$ cat src/rtl/vpifo_sched_pkg.sv
// Shared types and helpers for the vPIFO pop scheduler: FSM state encoding,
// gap-counter sizing and a saturating increment.
package vpifo_sched_pkg;

  typedef enum logic [1:0] {
    S_IDLE = 2'd0,
    S_POP  = 2'd1,
    S_GAP  = 2'd2
  } state_e;

  // The gap counter runs 0..POP_GAP-2, so it never needs more than clog2(POP_GAP) bits.
  function automatic int gap_cnt_width(input int pop_gap);
    return (pop_gap <= 2) ? 1 : $clog2(pop_gap);
  endfunction

  function automatic logic [31:0] sat_inc(input logic [31:0] val, input logic [31:0] max_val);
    return (val >= max_val) ? val : val + 32'd1;
  endfunction

endpackage

$ cat src/rtl/vpifo_pop_scheduler_rr_pick.sv
// Round-robin picker: first set bit of i_mask at or above i_ptr, wrapping
// modulo TREE_NUM (which need not be a power of two).
module rr_pick #(
  parameter int TREE_NUM      = 4,
  parameter int TREE_NUM_BITS = $clog2(TREE_NUM)
) (
  input  logic [TREE_NUM-1:0]      i_mask,
  input  logic [TREE_NUM_BITS-1:0] i_ptr,
  output logic [TREE_NUM_BITS-1:0] o_grant,
  output logic                     o_valid
);

  int                       idx;
  logic [TREE_NUM_BITS-1:0] sel;

  always_comb begin
    o_grant = '0;
    o_valid = 1'b0;
    idx     = 0;
    sel     = '0;
    for (int k = 0; k < TREE_NUM; k++) begin
      idx = int'(i_ptr) + k;
      if (idx >= TREE_NUM) begin
        idx = idx - TREE_NUM;
      end
      sel = TREE_NUM_BITS'(idx);
      if (!o_valid && i_mask[sel]) begin
        o_valid = 1'b1;
        o_grant = sel;
      end
    end
  end

endmodule

$ cat src/rtl/vpifo_pop_scheduler.sv
// Pop-side controller for the multi-tree vPIFO: per-tree push admission and
// occupancy tracking, plus rate-limited round-robin pop issue.
module vpifo_pop_scheduler
  import vpifo_sched_pkg::*;
#(
  parameter int TREE_NUM      = 4,
  parameter int TREE_NUM_BITS = $clog2(TREE_NUM),
  parameter int CTW           = 16,
  parameter int TREE_CAP      = 64,
  parameter int POP_GAP       = 4
) (
  input  logic                     i_clk,
  input  logic                     i_arst,
  input  logic                     i_push,
  input  logic [TREE_NUM_BITS-1:0] i_push_tree_id,
  input  logic                     i_task_fifo_full,
  input  logic                     i_pop_en,
  output logic                     o_push_ready,
  output logic                     o_push,
  output logic                     o_pop,
  output logic [TREE_NUM_BITS-1:0] o_pop_tree_id,
  output logic                     o_busy,
  output logic [CTW-1:0]           o_reject_cnt
);

  localparam int               GAP_W    = gap_cnt_width(POP_GAP);
  localparam logic [CTW-1:0]   CAP_V    = CTW'(TREE_CAP);
  localparam logic [GAP_W-1:0] GAP_LAST = GAP_W'((POP_GAP >= 2) ? POP_GAP - 2 : 0);

  logic [CTW-1:0]           cnt_q [TREE_NUM];
  logic [CTW-1:0]           cnt_d [TREE_NUM];
  logic [TREE_NUM-1:0]      nonempty;
  logic [TREE_NUM-1:0]      nonempty_next;
  logic [TREE_NUM-1:0]      inc;
  logic [TREE_NUM-1:0]      dec;

  state_e                   state_q, state_d;
  logic [TREE_NUM_BITS-1:0] rr_ptr_q, rr_ptr_d;
  logic [TREE_NUM_BITS-1:0] grant_q, grant_d;
  logic [GAP_W-1:0]         gap_cnt_q, gap_cnt_d;
  logic                     pop_q, pop_d;
  logic                     busy_q, busy_d;
  logic [CTW-1:0]           reject_q, reject_d;

  logic                     id_ok;
  logic [CTW-1:0]           sel_cnt;
  logic [TREE_NUM_BITS-1:0] pick_grant;
  logic                     pick_valid;

  // Out-of-range ids only exist for non-power-of-two TREE_NUM; they are refused.
  assign id_ok        = int'(i_push_tree_id) < TREE_NUM;
  assign sel_cnt      = id_ok ? cnt_q[i_push_tree_id] : '0;
  assign o_push_ready = !i_task_fifo_full && id_ok && (sel_cnt < CAP_V);
  assign o_push       = i_push && o_push_ready;

  genvar gi;
  generate
    for (gi = 0; gi < TREE_NUM; gi++) begin : g_tree
      assign inc[gi]      = o_push && (i_push_tree_id == TREE_NUM_BITS'(gi));
      assign dec[gi]      = (state_q == S_POP) && (grant_q == TREE_NUM_BITS'(gi));
      // A push and a pop on the same tree in one cycle cancel out.
      assign cnt_d[gi]    = (inc[gi] && !dec[gi]) ? cnt_q[gi] + 1'b1 :
                            (dec[gi] && !inc[gi]) ? cnt_q[gi] - 1'b1 : cnt_q[gi];
      assign nonempty[gi]      = cnt_q[gi] != '0;
      assign nonempty_next[gi] = cnt_d[gi] != '0;
    end
  endgenerate

  assign busy_d   = |nonempty_next;
  assign reject_d = (i_push && !o_push_ready)
                  ? CTW'(sat_inc(32'(reject_q), 32'({CTW{1'b1}})))
                  : reject_q;

  rr_pick #(
    .TREE_NUM      (TREE_NUM),
    .TREE_NUM_BITS (TREE_NUM_BITS)
  ) u_rr_pick (
    .i_mask  (nonempty),
    .i_ptr   (rr_ptr_q),
    .o_grant (pick_grant),
    .o_valid (pick_valid)
  );

  always_comb begin
    state_d   = state_q;
    grant_d   = grant_q;
    rr_ptr_d  = rr_ptr_q;
    gap_cnt_d = gap_cnt_q;
    unique case (state_q)
      S_IDLE: begin
        if (i_pop_en && pick_valid) begin
          grant_d = pick_grant;
          state_d = S_POP;
        end
      end
      S_POP: begin
        rr_ptr_d  = (int'(grant_q) == TREE_NUM - 1) ? '0 : grant_q + 1'b1;
        gap_cnt_d = '0;
        state_d   = (POP_GAP == 1) ? S_IDLE : S_GAP;
      end
      S_GAP: begin
        if (gap_cnt_q == GAP_LAST) begin
          state_d = S_IDLE;
        end else begin
          gap_cnt_d = gap_cnt_q + 1'b1;
        end
      end
      default: state_d = S_IDLE;
    endcase
    pop_d = (state_d == S_POP);
  end

  always_ff @(posedge i_clk or posedge i_arst) begin
    if (i_arst) begin
      cnt_q     <= '{default: '0};
      state_q   <= S_IDLE;
      rr_ptr_q  <= '0;
      grant_q   <= '0;
      gap_cnt_q <= '0;
      pop_q     <= 1'b0;
      busy_q    <= 1'b0;
      reject_q  <= '0;
    end else begin
      cnt_q     <= cnt_d;
      state_q   <= state_d;
      rr_ptr_q  <= rr_ptr_d;
      grant_q   <= grant_d;
      gap_cnt_q <= gap_cnt_d;
      pop_q     <= pop_d;
      busy_q    <= busy_d;
      reject_q  <= reject_d;
    end
  end

  assign o_pop         = pop_q;
  assign o_pop_tree_id = grant_q;
  assign o_busy        = busy_q;
  assign o_reject_cnt  = reject_q;

endmodule

$ cat config.mk
export PLATFORM = sky130hd
export DESIGN_NAME = vpifo_pop_scheduler
export DESIGN_NICKNAME = d
export VERILOG_FILES = /design/src/rtl/vpifo_sched_pkg.sv /design/src/rtl/vpifo_pop_scheduler_rr_pick.sv /design/src/rtl/vpifo_pop_scheduler.sv
export SDC_FILE = /design/constraint.sdc
export NUM_CORES = 1
export LEC_CHECK = 0
export ABC_AREA = 1
export CAP_MARGIN = 20
export CORE_MARGIN = 3
export CORE_UTILIZATION = 35
export DETAILED_ROUTE_END_ITERATION = 10
export HOLD_SLACK_MARGIN = 0.12
export SLEW_MARGIN = 20
export SYNTH_ARGS = -nofsm -noshare
export SYNTH_HDL_FRONTEND = slang
export SYNTH_SLANG_ARGS = --single-unit
export TNS_END_PERCENT = 1
$ cat constraint.sdc
create_clock -name i_clk -period 3 [get_ports i_clk]
set_input_delay 0.9 -clock i_clk [delete_from_list [all_inputs] [get_ports i_clk]]
set_output_delay 0.9 -clock i_clk [all_outputs]
set_load 0.01 [all_outputs]
==> run_results.csv, run 1 <==
group,metric,value,unit
status,run_status,"completed",
synth,syn_avg_cell_area,6.96,sq um
sta,final-hold-violation-count,0,
final_layout,layout.cell_area.non_filler,7870,sq um
cts,cts.htree.levels,3,
final_layout,multi_input_area,3530,sq um
synth,post_synth_inst_count,909,
synth,synth_edf_count,0,
cts,cts_tree,"built",
cts,path_clk_slew,0.06,ns
setup_path,crit_path_cell_trace,"dlygate4sd2_1 > inv_2 > nand2_1 > nor2_2 > nand2_1 > nor2_1 > nand2_1 > nor2_4 > buf_6",
sta,final_critical_period,2.85,ns
floorplan,floorplan.die_area,19700,sq um
power_and_ir_drop,p_seq_share,31.0,%
setup_path,cp_slowest_stage_delay,0.24,ns
setup_path,max_fanout_on_critical_path,2,
setup_path,worst-r2r-setup-slack,0.29,ns
setup_path,critPathArrivalTime,1.95,ns
power_and_ir_drop,power_density,821,nW/um^2
synth,dominantRegCellSynth,"sky130_fd_sc_hd__dfrtp_1",
synth,ys.warnings.count,0,
setup_path,critPathLaunchType,"input pin",
cts,clock_sinks,90,
power_and_ir_drop,total_switching_power,2.78,mW
power_and_ir_drop,ir_drop,0.368,mV
synth,synth_cell_types,39,
sta,rsz0062_at_grt,"false",
sta,tightestPinTransition,0.514,ns
power_and_ir_drop,cellInternalPower,3.68,mW
final_layout,nNetsFinal,1049,
sta,max_clock_freq,351,MHz
setup_path,cpMaxStageDelayCell,"sky130_fd_sc_hd__dlygate4sd2_1",
sta,slew-limit-headroom,65.7,%
floorplan,top_level_ports,29,
placed_design,placed_cell_area,7560,sq um
setup_path,worstPathRequired,2.10,ns
placed_design,portBuffers,28,
drt,dr.first_iter.drc_count,329,
drt,firstDrtPassIters,5,
cts,clock-root-buffer,"sky130_fd_sc_hd__clkbuf_16",
global_routing,grt_max_degree,91,
global_routing,grt_first_pass_wirelength,25.6,mm
floorplan,width_of_the_chip,140,um
drt,vias,5855,
min_path,hold_class,"reg2reg",
setup_path,critPathKind,"in2out",
setup_path,critical_path.endpoint_type,"output pin",
drt,postRouteWirelength,14.8,mm
drt,mean_number_of_vias_per_cell,4.65,
drt,final_antenna_net_count,0,
drt,drc_errors,0,
power_and_ir_drop,clock_power_share,17.9,%
sta,report.final.slew_viol_count,0,
sta,fin_setup_tns,0,ns
floorplan,floorplan.initialDensity,36.2,%
power_and_ir_drop,power_frac_comb,51.1,%
drt,wire_per_inst,11.7,um
final_layout,antenna_cells,0,
floorplan,core_area,17500,sq um
sta,finalClockSkew,0.00810,ns
setup_path,timing.critical_path.buf_inv,3,
cts,clk_path_buf_depth,2,
power_and_ir_drop,cellLeakagePower,4.20,nW
cts,cts_hold_buf,0,
sta,final.period_utilization,94.9,%
global_routing,grt_remaining_overflow,0,
global_routing,first_global_vias,5541,
synth,synth.ff_latch_count,90,
final_layout,finish.cell_count_without_fillers,1258,
synth,synth_seq_area_share,35.6,%
synth,async_flop_share,100,%
setup_path,top_cell_family_by_delay_on_the_critical_path,"simple AND/OR/NAND/NOR gates",
placed_design,dp.cells,1242,
sta,setup_violations,0,
synth,mappedNetlistArea,6320,sq um
global_routing,grt_util_all_layers,15.5,%
setup_path,worst_path_most_repeated_cell,"sky130_fd_sc_hd__nand2_1",
floorplan,placement_rows,48,
synth,postSynthNetCount,930,
global_routing,grt_antenna_before_repair,0,
cts,clock_insertion_delay_worst_skew,0.35,ns
power_and_ir_drop,power_switching_share,43.1,%
placed_design,routabilityCongestion,0.872,
job,cap_violations,0,
cts,cts_inserted_buffers,9,
final_layout,fillerInstances,1774,
final_layout,area_growth_syn_to_layout,24.4,%
floorplan,fp.dieH,140,um
final_layout,layout_cells_sized_above_1,14.5,%
final_layout,regArea,2250,sq um
placed_design,dp_hpwl,11.3,mm
[power groups by stage]
stage	logic [mW]	registers, mW	clock network, mW
2_1_floorplan	2.19	1.93	0
3_3_place_gp	3.27	2.02	0
3_5_place_dp	3.29	2.02	0
4_1_cts	3.32	2.00	1.20
5_1_grt	3.75	2.08	1.25
6_report	3.30	2.00	1.16
[layout make-up]
type,count,share of cell area [%]
clock buffers,12,3.13
inverters,128,6.16
well taps,225,3.58
flip-flops and latches,90,28.6
repair buffers,119,12.9
multi-input cells,680,44.9
clock inverters,4,0.652
[final timing paths]
kind                                  startpoint            to  cells past startpoint
min in group asynchronous                 i_arst     cnt_q[57]                      3
max in group asynchronous                 i_arst     cnt_q[34]                      3
worst max-delay path            i_task_fifo_full        o_push                      9
worst min-delay path                gap_cnt_q[0]  gap_cnt_q[0]                      1
worst max register to register         cnt_q[40]        o_busy                     19
worst min register to register      gap_cnt_q[0]  gap_cnt_q[0]                      1
[cells in the final DEF (no fill, tap or decap), drive strengths merged, types with 5 or more instances in the layout]
cell,n
nand3b,5
clkbuf,14
clkdlybuf4s50,23
nand4,13
inv,126
nand2,266
nand3,78
xnor2,17
ha,14
nor4,8
dfrtp,90
nor3,22
nor2,126
xor2,60
buf,92
o21ai,33
a21oi,28
[sequential cells by signal (all words and copies together), names as in the netlist]
name / flops
o_reject_cnt: 16
rr_ptr_q: 2
o_pop: 1
gap_cnt_q: 2
o_busy: 1
o_pop_tree_id: 2
state_q: 2
cnt_q: 64
[metal layers]
metal	vias up	wire, um	global-route usage (%)
met5	-	0	0
met4	0	311	5.71
met3	21	309	2.22
met2	56	6860	25.1
met1	2681	7290	21.1
li1	3097	-	-
[kinds of logic after synthesis]
logic type	after synthesis	synth area share (%)
multiplexers	1	0.178
flip-flops	90	35.6
AND/OR/NAND/NOR	522	36.6
adder cells (fa/ha/maj)	14	2.77
XOR/XNOR	77	10.7
buffers and inverters	139	8.69
AO/OA/AOI/OAI	66	5.52
[metrics by stage]
step / power, mW / hold slack, ns / utilization [%] / setup WS (ns)
floorplan: 4.12 / 0.460 / - / 0.434
global placement: 5.29 / 0.486 / 43.3 / -0.689
detailed placement: 5.32 / 0.493 / 43.3 / -0.670
CTS: 6.52 / 0.502 / 45.0 / 0.00872
global route: 7.09 / 0.540 / 45.0 / 0.00849
finish: 6.46 / 0.497 / 45.0 / 0.152
[synth_stat cells, types with 5 or more instances]
library cell,n,area (sq um)
sky130_fd_sc_hd__a21oi_1,28,140
sky130_fd_sc_hd__dfrtp_1,90,2250
sky130_fd_sc_hd__ha_1,14,175
sky130_fd_sc_hd__inv_1,121,454
sky130_fd_sc_hd__inv_2,6,22.5
sky130_fd_sc_hd__nand2_1,257,965
sky130_fd_sc_hd__nand2_2,5,31.3
sky130_fd_sc_hd__nand3_1,73,365
sky130_fd_sc_hd__nand3b_1,5,37.5
sky130_fd_sc_hd__nand4_1,13,81.3
sky130_fd_sc_hd__nor2_1,117,439
sky130_fd_sc_hd__nor2_2,7,43.8
sky130_fd_sc_hd__nor3_1,21,105
sky130_fd_sc_hd__nor4_1,7,43.8
sky130_fd_sc_hd__o21ai_0,21,105
sky130_fd_sc_hd__o21ai_1,10,50.1
sky130_fd_sc_hd__xnor2_1,17,149
sky130_fd_sc_hd__xor2_1,60,526
[what timing repair did]
| item | 4_1_cts | 5_1_grt |
|---|---|---|
| gates resized for setup | 16 | 4 |
| pin swaps | 5 | 1 |
| endpoints found under the setup margin | 3 | 5 |
| setup buffers | 0 | 0 |
Note: power is estimated with default switching activity, not from simulation.
==> inputs of run 2 (changes only) <==
CELL_PAD_IN_SITES_DETAIL_PLACEMENT = 1   (was unset)
CELL_PAD_IN_SITES_GLOBAL_PLACEMENT = 1   (was unset)
PLACE_DENSITY_LB_ADDON = 0.1   (was unset)
==> run 2 against run 1 <==
  * Via count rose by 5.1%
  * Core utilization grew 0.90 points
  * Total power grew 4.9%
  * Wire length increased by 27%
  * Count of clock-buffer cells in the layout is the same
  * Critical path type unchanged
==> run_results.csv, run 2 (same netlist as run 1, synthesis figures left out) <==
group,metric,value,unit
status,run_status,"completed",
setup_path,top_cell_family_by_delay_on_the_critical_path,"simple AND/OR/NAND/NOR gates",
power_and_ir_drop,cellLeakagePower,4.25,nW
floorplan,core_area,17500,sq um
placed_design,placed_cell_area,7560,sq um
placed_design,dp_hpwl,14.5,mm
sta,tightestPinTransition,0.530,ns
setup_path,crit_path_cell_trace,"dlygate4sd2_1 > inv_1 > nand2_1 > nor2_2 > nand2_1 > nor2_2 > nand2_2 > nor2_4 > buf_6",
setup_path,cell_depth_of_the_worst_setup_path,9,
setup_path,cp-endpoint,"o_push",
final_layout,largest_reg_flops,64,
drt,firstDrtPassIters,4,
floorplan,top_level_ports,29,
drt,postRouteWirelength,18.8,mm
floorplan,fp.dieH,140,um
cts,clock-root-buffer,"sky130_fd_sc_hd__clkbuf_16",
sta,finalClockSkew,0.00731,ns
setup_path,r2r-end,"o_busy",
sta,final-hold-violation-count,0,
final_layout,fillerInstances,2254,
cts,clk_path_buf_depth,2,
setup_path,cp_slowest_stage_delay,0.25,ns
cts,clock_insertion_delay_worst_skew,0.35,ns
global_routing,grt_first_pass_wirelength,32.6,mm
setup_path,rr_worst_depth,16,
drt,vias,6155,
sta,final.period_utilization,96.9,%
final_layout,layout_cells_sized_above_1,17.2,%
global_routing,grt_antenna_before_repair,0,
final_layout,nNetsFinal,1058,
drt,final_antenna_net_count,0,
cts,cts_tree,"built",
global_routing,grt_util_all_layers,20.1,%
power_and_ir_drop,p_total,6.78,mW
drt,dr.first_iter.drc_count,155,
final_layout,area_growth_syn_to_layout,26.9,%
setup_path,critical_path.endpoint_type,"output pin",
final_layout,antenna_cells,0,
final_layout,regArea,2250,sq um
final_layout,layout_common_cells,"255 x sky130_fd_sc_hd__nand2_1, 120 x sky130_fd_sc_hd__inv_1, 106 x sky130_fd_sc_hd__nor2_1",
cts,cts_inserted_buffers,9,
sta,final_critical_period,2.91,ns
sta,report.final.slew_viol_count,0,
setup_path,cpMaxStageDelayCell,"sky130_fd_sc_hd__dlygate4sd2_1",
sta,fin_setup_tns,0,ns
final_layout,layout.cell_area.non_filler,8020,sq um
floorplan,placement_rows,48,
cts,path_clk_slew,0.07,ns
setup_path,worst_setup_path_startpoint,"i_task_fifo_full",
global_routing,grt_max_degree,91,
global_routing,grt_remaining_overflow,0,
cts,cts_hold_buf,0,
final_layout,layout.cells.most_common,"sky130_fd_sc_hd__nand2_1",
floorplan,floorplan.die_area,19700,sq um
placed_design,routabilityCongestion,0.825,
sta,setup_violations,0,
setup_path,timing.critical_path.buf_inv,3,
drt,wire_per_inst,14.9,um
cts,clock_sinks,90,
min_path,hold_class,"reg2reg",
power_and_ir_drop,power_density,845,nW/um^2
setup_path,crit-reg2reg-launch,"cnt_q[22]",
cts,cts.htree.levels,3,
floorplan,floorplan.initialDensity,36.2,%
final_layout,regMostFlops,"cnt_q",
setup_path,critPathArrivalTime,2.01,ns
sta,slew-limit-headroom,64.7,%
setup_path,critPathKind,"in2out",
drt,mean_number_of_vias_per_cell,4.86,
setup_path,max_fanout_on_critical_path,2,
sta,max_clock_freq,344,MHz
drt,drc_errors,0,
job,cap_violations,0,
sta,rsz0062_at_grt,"true",
placed_design,portBuffers,28,
setup_path,critPathLaunchType,"input pin",
setup_path,worst-r2r-setup-slack,0.24,ns
final_layout,multi_input_area,3630,sq um
global_routing,first_global_vias,6850,
setup_path,worstPathRequired,2.10,ns
power_and_ir_drop,ir_drop,0.346,mV
floorplan,width_of_the_chip,140,um
run 2: cell count changes in the layout (fill, tap and decap cells not counted), sizes merged:
cell,delta
clkinvlp,+1
clkinv,-1
buf,+10
clkdlybuf4s15,-1
run 2: final cells by class:
cell class,instances,area share [%]
multi-input cells,680,45.3
flip-flops and latches,90,28.1
repair buffers,128,13.3
inverters,128,6.07
well taps,225,3.51
clock buffers,12,3.20
clock inverters,4,0.624
run 2: repair_timing:
| item | in CTS | in global routing |
|---|---|---|
| pin swaps | 10 | 3 |
| setup endpoints to repair | 9 | 8 |
| setup buffers | 5 | 0 |
| gates resized for setup | 39 | 15 |
run 2: worst min-delay path by stage:
| stage | start | cells past startpoint | end |
|---|---|---|---|
| CTS | gap_cnt_q[0] | 1 | gap_cnt_q[0] |
| finish | o_reject_cnt[8] | 1 | o_reject_cnt[8] |
| global placement | gap_cnt_q[0] | 1 | gap_cnt_q[0] |
| floorplan | gap_cnt_q[0] | 1 | gap_cnt_q[0] |
| detailed placement | gap_cnt_q[0] | 1 | gap_cnt_q[0] |
| global route | o_reject_cnt[8] | 1 | o_reject_cnt[8] |
run 2: report_power, final:
part / internal [mW] / switching (mW) / total, mW
clock: 0.692 / 0.525 / 1.22
sequential: 1.57 / 0.451 / 2.02
combinational: 1.48 / 2.06 / 3.54
run 2: worst register-to-register path, cell delays in order (launching register included):
cell	delay, ns
sky130_fd_sc_hd__dfrtp_1	0.43
sky130_fd_sc_hd__nor2_1	0.21
sky130_fd_sc_hd__nand2_2	0.14
sky130_fd_sc_hd__nor2_2	0.17
sky130_fd_sc_hd__nor2_1	0.09
sky130_fd_sc_hd__nor2_2	0.16
sky130_fd_sc_hd__nand2_2	0.10
sky130_fd_sc_hd__nor2_4	0.14
sky130_fd_sc_hd__buf_6	0.14
sky130_fd_sc_hd__nand3_1	0.13
sky130_fd_sc_hd__buf_12	0.18
sky130_fd_sc_hd__nand3_1	0.11
sky130_fd_sc_hd__nand4_1	0.13
sky130_fd_sc_hd__nor2_2	0.15
sky130_fd_sc_hd__nand3_2	0.12
sky130_fd_sc_hd__nor2_4	0.18
sky130_fd_sc_hd__nand2_1	0.08
run 2: per-stage QoR:
stage	instances	worst slack [ns]	hold slack, ns	util (%)
2_1_floorplan	909	0.434	0.460	-
3_3_place_gp	1246	-0.842	0.484	43.2
3_5_place_dp	1246	-0.982	0.507	43.2
4_1_cts	1267	0.00262	0.521	45.7
5_1_grt	1267	-0.0523	0.537	45.9
6_report	1267	0.0916	0.513	45.9
run 2: layer usage:
metal  GRT usage, %  routed length (um)
met1           24.7                8670
met2           36.3                9560
met3           2.66                 322
met4           6.12                 269
met5              0                   0
==> variant 1: new RTL, flow settings as in run 1 <==
The 3 states of `state_e` get a one-hot encoding in 3 bits.
--- a/src/rtl/vpifo_sched_pkg.sv
+++ b/src/rtl/vpifo_sched_pkg.sv
@@ -2,10 +2,10 @@
 // gap-counter sizing and a saturating increment.
 package vpifo_sched_pkg;
 
-  typedef enum logic [1:0] {
-    S_IDLE = 2'd0,
-    S_POP  = 2'd1,
-    S_GAP  = 2'd2
+  typedef enum logic [2:0] {
+    S_IDLE = 3'b001,
+    S_POP  = 3'b010,
+    S_GAP  = 3'b100
   } state_e;
 
   // The gap counter runs 0..POP_GAP-2, so it never needs more than clog2(POP_GAP) bits.
Formal check against the unedited RTL: same outputs for any inputs over 4 cycles, from zero or initial values and one cycle with i_arst high; so few cycles prove little.
==> variant 1 against run 1 <==
Setup slack gained 0.0038 ns; sequential cell count grew 1; design area grew 0.65%; via count up 0.82%; non-clock buffer count rose by 3; total power down 14%; fmax rose by 0.13%; routed wire length grew 2.3%; synthesized area rose by 1.2%; highest routed layer unchanged.
==> variant 1: results (changes against run 1) <==
Drt
  – Total routed wirelength: 15.12 mm (+2.3%)
  – DRT iter0 DRCs: 317 (-3.6%)
  – Metal2 WL: 7.103 mm (+3.5%)
  – Met1 Wirelength: 7.444 mm (+2.1%)
  – DR pass1 iterations: 4 (-1)
  – Met3 wire len: 426 microns (+38%)
  – WL per Instance: 11.85 microns (+0.90%)
  – Vias: 5903 (+0.82%)

Global routing
  – GR met3 Demand/Resource: 0.03324 (+0.01105)
  – GRT Total Usage: 0.1564 (+0.001593)
  – Grt met2 use: 0.2583 (+0.007836)
  – First-pass GRT wire length: 25.82 mm (+0.86%)
  – Vias in the first global route: 5537 (-0.072%)
  – Largest net degree at the start of global routing: 92 (+1.1%)

Power
  – Combinational gate power: 2.53 mW (-23%)
  – P_int: 3.229 mW (-12%)
  – Lkg Pwr: 4.161 nW (-0.83%)
  – Flop pwr share: 0.347 (+0.037)
  – Maximum VDD drop: 0.3541 mV (-3.7%)
  – PD cells: 703.4 mW/mm^2 (-14%)

Place
  – Placed cell areas: 0.007557 sq mm (about the same)
  – Post-Place Setup Slack: -0.6048 ns (+0.06510 ns)
  – Placed insts: 1254 (+0.97%)
  – HPWL Detailed: 11.42 mm (+1.5%)

Layout
  – Proportion of layout cells with a drive suffix above 1: 0.1484 (+0.003222)
  – Biggest register: cnt_q
  – FILL cells: 1760 (-0.79%)
  – Post-Layout Inst Area: 0.007918 sq mm (+0.65%)
  – Final Net Count: 1067 (+1.7%)

Setup path
  – R2R depth: 18 (-1)
  – Crit path DAT: a little under 2 ns

STA
  – Hold Slack: 0.4940 ns (-0.003077 ns)
  – Worst setup margin: 0.1560 ns (+0.003809 ns)
  – Slew @ Worst Pin: 0.6065 ns (+0.09254 ns)
  – Setup Skew: 0.01194 ns (+0.003841 ns)

Synthesis
  – Seq/Total Area, Yosys: 0.3560 (about the same)
  – Synthesized Nets: 945 (+1.6%)
  – Mux cell area share after synthesis: 0 (-0.001781)
  – Adder-Cell Fraction of Synth Area: 0.02737 (-0.0003358)
  – YS warnings: 0 (unchanged)
  – Synth top cells by count: 274 x nand2_1, 121 x nor2_1, 116 x inv_1
  – Synthesized area per cell: 6.926 sq um (-0.42%)
  – Compound-cell area share of the yosys netlist: 0.05533 (+0.0001127)
  – Main area contributors after synthesis: dfrtp_1 35%, nand2_1 16%, xor2_1 7.5%

Run status
  – Status: completed
## variant 1: cell count changes after synthesis, sizes merged, moves of 5 or more
cell / change
nand2: +14
o21ai: +10
nor3: +9
inv: -7
a21oi: -6
xnor2: +5
xor2: -5
## variant 1: worst max-delay path by stage
stage / end / depth (start not counted)
6_report: o_push / 7
5_1_grt: o_busy$_DFF_PP0_ / 19
4_1_cts: o_busy$_DFF_PP0_ / 20
3_5_place_dp: o_push / 8
3_3_place_gp: o_push / 8
2_1_floorplan: o_reject_cnt[15]$_DFFE_PP0P_ / 13
## variant 1: final cells by class
cell class | count | area share
flip-flops and latches | 91 | 0.2878
inverters | 123 | 0.05942
repair buffers | 122 | 0.1252
clock buffers | 11 | 0.03192
multi-input cells | 699 | 0.4558
clock inverters | 5 | 0.004425
well taps | 225 | 0.03556
## variant 1: kinds of logic (layout without fill, tap and decap cells)
group | count (synthesis) | count (layout)
flip-flops | 91 | 91
XOR/XNOR | 77 | 77
adder cells (fa/ha/maj) | 14 | 14
AND/OR/NAND/NOR | 539 | 539
AO/OA/AOI/OAI | 69 | 69
buffers and inverters | 134 | 261
## variant 1: worst register-to-register path, stage by stage (launching register included)
cell and delay (ns):
dfrtp_1 0.43, nor2_1 0.14, nand3_1 0.19, o21ai_1 0.21, nand3_2 0.13, buf_6 0.15
nor2_8 0.08, buf_6 0.16, nand3_4 0.11, nand2_4 0.16, inv_4 0.08, nand2_1 0.07
nand2_1 0.06, nor2_1 0.12, nand2_1 0.07, nor2_1 0.16, nand3_1 0.11, nor2_1 0.12
nand2_1 0.06
## variant 1: what timing repair did
item,in CTS,in global routing
endpoints found under the hold margin,0,0
setup buffers,1,5
pin swaps,3,8
endpoints found under the setup margin,3,2
cloned,0,0
resized for setup,16,17
==> variant 2: new RTL, config.mk and constraints of run 1 <==
Made on the original files. Set the parameter `CTW` to 8 (it was 16).
--- a/src/rtl/vpifo_pop_scheduler.sv
+++ b/src/rtl/vpifo_pop_scheduler.sv
@@ -5,7 +5,7 @@
 #(
   parameter int TREE_NUM      = 4,
   parameter int TREE_NUM_BITS = $clog2(TREE_NUM),
-  parameter int CTW           = 16,
+  parameter int CTW           = 8,
   parameter int TREE_CAP      = 64,
   parameter int POP_GAP       = 4
 ) (
Interface: changed (resized o_reject_cnt); port bits go from 29 to 21. The function was not compared with the original's and may differ.
==> variant 2 against run 1 <==
Synthesized area down 40%; clock skew down 0.0017 ns; design area down 42%; total power down 42%; setup slack worse by 0.053 ns; die area down 38%; sequential cell count down 40; synthesized cell count down 39%; routed wire length down 41%; critical path depth down 2; cell count down 41%; critical path type unchanged; critical endpoint unchanged; largest cell class unchanged; highest routed layer unchanged.
==> variant 2: results (changes against run 1) <==
Clock tree
  – H-tree depth: 2 (-1)
  – Clock transition at the registers of the reported paths: 0.10 ns (+0.04 ns)
  – Number of buffers created by CTS: 5 (-4)
  – Clock Tree Root: clkbuf_8

Global routing
  – First-pass GRT wire length: 15.67 mm (-39%)
  – Met1 usage: 0.2005 (-0.01025)
  – Largest net degree at the start of global routing: 29 (-68%)
  – Vias in the first global route: 3445 (-38%)
  – GR met3 Demand/Resource: 0.02192 (-0.0002741)

Power
  – Flop pwr share: 0.329 (+0.019)
  – Net switching power: 1.774 mW (-36%)
  – Maximum VDD drop: 0.2619 mV (-29%)
  – Clock network fraction of total power: 0.110 (-0.069)
  – P_int: 1.991 mW (-46%)

Place
  – Placed insts: 740 (-40%)
  – Post-Place Setup Slack: -0.5048 ns (+0.1651 ns)
  – RD Place Congestion: 0.9129 (+4.7%)
  – Placed cell areas: 0.004434 sq mm (-41%)

Setup path
  – Critical Path Max Stage Delay: 0.29 ns (+0.05 ns)
  – R2R depth: 15 (-4)
  – Worst setup path start: i_push_tree_id[1]
  – Crit path DAT: 2.00 ns (+0.05 ns)
  – CP top delay family: buffers and inverters
  – Crit path max fanout: 5 (+3)

Layout
  – Max reg flops: 32 (-50%)
  – Final Net Count: 632 (-40%)
  – Layout Cells excl Fill: 748 (-41%)

Run status
  – Status: completed

Synthesis
  – Synth top cells by count: 170 x nand2_1, 77 x inv_1, 59 x nand3_1
  – Synthesized Nets: 577 (-38%)
  – Netlist cell types: 33 (-15%)
  – Seq/Total Area, Yosys: 0.3271 (-0.02911)

Drt
  – DR pass1 iterations: 4 (-1)
  – Metal2 WL: 3.969 mm (-42%)

STA
  – Relative slew margins: 0.6269 (-0.03044)
  – Peak Freq: 344.7 MHz (-1.8%)
-- variant 2: cell types whose count changed after synthesis, moves of 4 or more --
| cell | before | now |
|---|---|---|
| a21oi_1 | 28 | 11 |
| dfrtp_1 | 90 | 50 |
| inv_1 | 121 | 77 |
| nand2_1 | 257 | 170 |
| nand3_1 | 73 | 59 |
| nor2_1 | 117 | 55 |
| nor2_2 | 7 | 2 |
| nor3_1 | 21 | 6 |
| o21ai_0 | 21 | 8 |
| o21ai_1 | 10 | 6 |
| xnor2_1 | 17 | 3 |
| xor2_1 | 60 | 39 |
-- variant 2: worst min path at each step --
stage | from | endpoint | slack (ns)
after CTS | gap_cnt_q[0]$_DFFE_PP0P_ | gap_cnt_q[0]$_DFFE_PP0P_ | 0.50
after floorplan | cnt_q[23]$_DFF_PP0_ | cnt_q[23]$_DFF_PP0_ | 0.45
after global routing | gap_cnt_q[0]$_DFFE_PP0P_ | gap_cnt_q[0]$_DFFE_PP0P_ | 0.52
final | gap_cnt_q[0]$_DFFE_PP0P_ | gap_cnt_q[0]$_DFFE_PP0P_ | 0.49
after global placement | gap_cnt_q[1]$_DFFE_PP0P_ | gap_cnt_q[1]$_DFFE_PP0P_ | 0.47
after detailed placement | gap_cnt_q[0]$_DFFE_PP0P_ | gap_cnt_q[0]$_DFFE_PP0P_ | 0.49
-- variant 2: layout make-up --
class / count / area [sq um] / area share
multi-input cells: 418 / 2246 / 0.4959
flip-flops and latches: 50 / 1251 / 0.2762
repair buffers: 54 / 464.2 / 0.1025
inverters: 82 / 307.8 / 0.06796
well taps: 136 / 170.2 / 0.03757
clock buffers: 5 / 68.82 / 0.01519
clock inverters: 3 / 21.27 / 0.004696
-- variant 2: timing repair --
action                                  CTS  global route
resized for setup                         6             1
endpoints found under the setup margin    2             1
hold endpoints to repair                  0             0
pin swaps                                 0             0
